### config.mk
export PLATFORM = sky130hd
export DESIGN_NAME = bp_be_fe_queue_ckpt
export DESIGN_NICKNAME = d
export VERILOG_FILES = /design/src/rtl/bp_be_fe_queue_ckpt.sv
export SDC_FILE = /design/constraint.sdc
export NUM_CORES = 1
export LEC_CHECK = 0
export CORE_ASPECT_RATIO = 0.5
export CORE_MARGIN = 3
export CORE_UTILIZATION = 30
export CTS_CLUSTER_SIZE = 12
export DETAILED_ROUTE_END_ITERATION = 6
export PLACE_DENSITY = 0.44
export SLEW_MARGIN = 20
export SYNTH_ARGS = -nofsm -noshare
export SYNTH_HDL_FRONTEND = slang
export SYNTH_SLANG_ARGS = --single-unit
### constraint.sdc
create_clock -name clk_i -period 10 [get_ports clk_i]
set_clock_uncertainty 0.15 [all_clocks]
set_input_delay 3 -clock clk_i [delete_from_list [all_inputs] [get_ports clk_i]]
set_output_delay 3 -clock clk_i [all_outputs]
set_load 0.02 [all_outputs]
### src/rtl/bp_be_fe_queue_ckpt.sv
// Checkpointing FE->BE packet queue: speculative read pointer, committed pointer, replay and clear.
// Optional same-cycle bypass from fe_queue_i to fe_queue_o when BP_FE_QUEUE_BYPASS_EN is defined.
module bp_be_fe_queue_ckpt #(
    parameter int width_p = 160,
    parameter int els_p   = 8,
    localparam int ptr_w  = $clog2(els_p) + 1
) (
    input  logic               clk_i,
    input  logic               reset_n_i,
    input  logic [width_p-1:0] fe_queue_i,
    input  logic               fe_queue_v_i,
    output logic               fe_queue_ready_o,
    output logic [width_p-1:0] fe_queue_o,
    output logic               fe_queue_v_o,
    input  logic               fe_queue_yumi_i,
    input  logic               fe_queue_deq_i,
    input  logic               fe_queue_roll_i,
    input  logic               fe_queue_clr_i,
    output logic [ptr_w-1:0]   occupancy_o
);

    localparam int idx_w = ptr_w - 1;

    logic [width_p-1:0] mem [els_p];

    logic [ptr_w-1:0] wptr_r, rptr_r, cptr_r;
    logic [ptr_w-1:0] wptr_n, rptr_n, cptr_n;
    logic             live_r;
    logic             full, empty, enq, bypass;

    // Handshake: a packet is accepted when fe_queue_v_i & fe_queue_ready_o & !fe_queue_clr_i;
    // fe_queue_yumi_i is a consume strobe that may only be raised while fe_queue_v_o is high.
    assign full  = (wptr_r[ptr_w-1] != cptr_r[ptr_w-1])
                && (wptr_r[idx_w-1:0] == cptr_r[idx_w-1:0]);
    assign empty = (rptr_r == wptr_r);

    assign fe_queue_ready_o = live_r & ~full;
    assign enq              = fe_queue_v_i & fe_queue_ready_o & ~fe_queue_clr_i;

`ifdef BP_FE_QUEUE_BYPASS_EN
    assign bypass = empty & enq & ~fe_queue_roll_i;
`else
    assign bypass = 1'b0;
`endif

    assign fe_queue_v_o = ~empty | bypass;
    assign fe_queue_o   = bypass ? fe_queue_i : mem[rptr_r[idx_w-1:0]];
    assign occupancy_o  = wptr_r - cptr_r;

    // Commit first, then read (roll rewinds to the post-deq commit point), then write
    // (clear truncates to the post-yumi/roll read point).
    always_comb begin
        cptr_n = cptr_r + {{(ptr_w-1){1'b0}}, fe_queue_deq_i};
        rptr_n = fe_queue_roll_i ? cptr_n
                                 : rptr_r + {{(ptr_w-1){1'b0}}, fe_queue_yumi_i};
        wptr_n = fe_queue_clr_i ? rptr_n
                                : wptr_r + {{(ptr_w-1){1'b0}}, enq};
    end

    always_ff @(posedge clk_i or negedge reset_n_i) begin
        if (!reset_n_i) begin
            wptr_r <= '0;
            rptr_r <= '0;
            cptr_r <= '0;
            live_r <= 1'b0;
        end else begin
            wptr_r <= wptr_n;
            rptr_r <= rptr_n;
            cptr_r <= cptr_n;
            live_r <= 1'b1;
        end
    end

    // Storage is deliberately left unreset; validity is carried entirely by the pointers.
    always_ff @(posedge clk_i) begin
        if (enq) begin
            mem[wptr_r[idx_w-1:0]] <= fe_queue_i;
        end
    end

`ifndef SYNTHESIS
    a_yumi_needs_valid: assert property (@(posedge clk_i) disable iff (!reset_n_i)
        fe_queue_yumi_i |-> fe_queue_v_o);
    a_deq_needs_read: assert property (@(posedge clk_i) disable iff (!reset_n_i)
        fe_queue_deq_i |-> (cptr_r != rptr_r));
    a_no_enq_when_full: assert property (@(posedge clk_i) disable iff (!reset_n_i)
        enq |-> !full);
`endif

endmodule

==> impl_metrics.json <==
{
  "drive_above_1_share_pct": 28.5,
  "synth-async-reset-ratio_pct": 1.01,
  "rows": 104,
  "route.vias.total": 21400,
  "rsz0062_at_grt": "false",
  "die_area_mm2": 0.169,
  "finalCritPeriodShare_pct": 71.6,
  "synth-seq-cells": 1293,
  "yosys_most_used_dff": "edfxtp_1",
  "cap_viol_max_count": 0,
  "yosysWarnings": 0,
  "slew_violations": 0,
  "num-nets-final": 2529,
  "grt_pass1_wl_mm": 170,
  "fin_crit_ns": 7.16,
  "io_buffers": 332,
  "area_delta_synth_final_pct": 19.9,
  "peakVddDrop_mv": 0.183,
  "synth_area_leaders": "edfxtp_1 78%, mux4_2 15%, mux2_2 3.3%",
  "cts_resized": 0,
  "whs_endpoint": "cptr_r[2]",
  "synth_top_area_share_pct": 78.3,
  "first_pass_iters": 5,
  "netlist_instances": 1934,
  "wl_mm": 117,
  "clkSinkCount": 1293,
  "mappedNetlistArea_mm2": 0.0491,
  "crit_arrival_ns": 4.01,
  "r2r_cells": 7,
  "whs_path_depth": 1,
  "ys_seq_area_share_pct": 79.0,
  "worst-setup-path-type": "flip-flop to output port",
  "syn-num-nets": 2111,
  "dp_hpwl_mm": 62.0,
  "end_kind": "output port",
  "yosys.area.top_type": "edfxtp_1",
  "ioPinCount": 333,
  "setup_viol": 0,
  "clkTransAtPathRegs_ns": 0.06,
  "postSynthAreaPerCell_um2": 25.4,
  "synth_edf_count": 1280,
  "gp_congestion": 0.692,
  "postCtsHoldBufs": 0,
  "die_w_um": 578,
  "ant_nets": 0,
  "slew_headroom_pct": 19.3,
  "overflow": 0,
  "clk_path_buf_depth": 4,
  "synth_cell_types": 29,
  "cts-root-buf": "clkbuf_16",
  "rrSetupSlack_ns": 6.29,
  "antenna_found_initial": 6,
  "grt_max_degree": 133,
  "critPathRequiredTime_ns": 6.85,
  "grt_util_all_layers_pct": 13.8,
  "first_global_vias": 23500,
  "cts-buffers-inserted": 140,
  "htreeDepth": 4,
  "whs_ns": 0.421,
  "hp-class": "flip-flop to flip-flop",
  "start_util_pct": 30.4,
  "wl_per_cell_um": 25.4,
  "reg2reg_from": "wptr_r[2]",
  "worst_pin_slew_ns": 1.21,
  "cts_setup_buffers": 0,
  "core-area_mm2": 0.162,
  "die_y_um": 292,
  "status": "completed",
  "start_kind": "flip-flop",
  "cp_max_fo": 132,
  "hp-start": "cptr_r[2]",
  "drt-initial-drc-count": 1206,
  "drt-vias-per-instance": 4.66,
  "cts_tree": "built",
  "drc_errors": 0,
  "leakage_nw": 18.1,
  "final_hold_viol_count": 0,
  "fmax_mhz": 140,
  "worstReg2RegEnd": "mem[0][92]",
  "cellPowerDensity_mw_per_mm2": 281,
  "utilization_pct": 36.4,
  "clkLatencyLatePin_ns": 0.73
}
==> cells by family (layout without fill, tap and decap cells) <==
kind of cell,count (synthesis),in the layout,share of synthesized area [%]
compound gates,6,6,0.0714
xor+xnor,13,13,0.232
fa+ha+maj,10,10,0.270
buf+inv,102,582,1.56
flops,1293,1293,79.0
mux,485,485,18.6
other cells,1,2,0.00764
simple gates,24,24,0.232
==> worst max-delay path, cell delays in order, from the launching register on <==
cell	delay, ns
dfrtp_4	0.95
buf_12	0.53
mux4_2	0.43
mux2_2	0.28
clkdlybuf4s50_1	0.63
==> worst max-delay path by stage <==
stage | from | cells past startpoint | slack, ns | to
floorplan | fe_queue_clr_i | 3 | -1.12 | mem[3][0]
detailed placement | rptr_r[0] | 4 | 3.46 | fe_queue_o[33]
CTS | rptr_r[0] | 4 | 2.64 | fe_queue_o[33]
finish | rptr_r[1] | 4 | 2.84 | fe_queue_o[94]
global route | rptr_r[0] | 4 | 2.53 | fe_queue_o[33]
global placement | rptr_r[0] | 4 | 3.47 | fe_queue_o[32]
==> cell usage after synthesis, types with 2 or more instances <==
cell         n
clkbuf_1    16
dfrtp_1     13
inv_1       10
buf_6       21
edfxtp_1  1280
a21oi_1      2
buf_1       16
nor2_1      10
buf_12      11
mux2_4      21
buf_2       27
xor2_1       3
mux4_2     320
ha_1         9
xnor2_1     10
or3_1        2
mux2_2     144
nand3_1      8
==> layout by cell type, fill, tap and decap left out, drive strengths merged <==
cell type      synthesis  routed
and3                   1       1
nor3b                  1       1
buf                   76      36
mux2                 165     165
clkdlybuf4s50          0     332
nand4                  1       1
a21o                   1       1
conb                   1       1
mux4                 320     320
nand2                  1       1
dfrtp                 13      13
fa                     1       1
or3                    2       2
clkbuf                16     177
a21oi                  2       2
a211oi                 1       1
nor2                  10      10
diode                  0       1
bufinv                 0       2
nand3                  8       8
o21ai                  2       2
clkinv                 0      22
ha                     9       9
edfxtp              1280    1280
xnor2                 10      10
xor2                   3       3
inv                   10      13
==> routing by layer <==
layer  global-route usage (%)  part of all wire, %
met5                        0                0.011
met4                     2.76                  1.7
met3                     2.28                  3.0
met2                     23.7                   51
met1                     18.6                   44
==> state kept, by name (all words and copies together) (netlist names) <==
signal	flops
live_r	1
wptr_r	4
cptr_r	4
mem	1280
rptr_r	4
==> area by class of cell <==
cell class | count | area, um^2
Fill cell | 14700 | 103000
Sequential cell | 1293 | 38800
Multi-Input combinational cell | 539 | 9600
Timing Repair Buffer | 368 | 3770
Clock buffer | 177 | 3700
Tap cell | 2173 | 2720
Clock inverter | 27 | 215
Inverter | 10 | 37.5
Antenna cell | 1 | 2.50
==> power breakdown <==
group	switching (mW)	internal (mW)	total (mW)
sequential	0.212	6.22	6.43
clock	2.00	2.64	4.64
combinational	2.70	2.76	5.45
total	4.90	11.6	16.5
==> per-stage QoR <==
stage / std cells / total power, mW / area (um^2) / setup TNS, ns / setup slack [ns]
after floorplan: 1934 / 10.1 / 49100 / -1422.20 / -1.12
after global placement: 4383 / 12.2 / 54900 / 0 / 3.47
after detailed placement: 4383 / 12.2 / 54900 / 0 / 3.46
after CTS: 4587 / 16.9 / 58800 / 0 / 2.64
after global routing: 4587 / 17.3 / 58800 / 0 / 2.53
final: 4588 / 16.5 / 58800 / 0 / 2.84
Note: power is estimated with default switching activity, not from simulation.
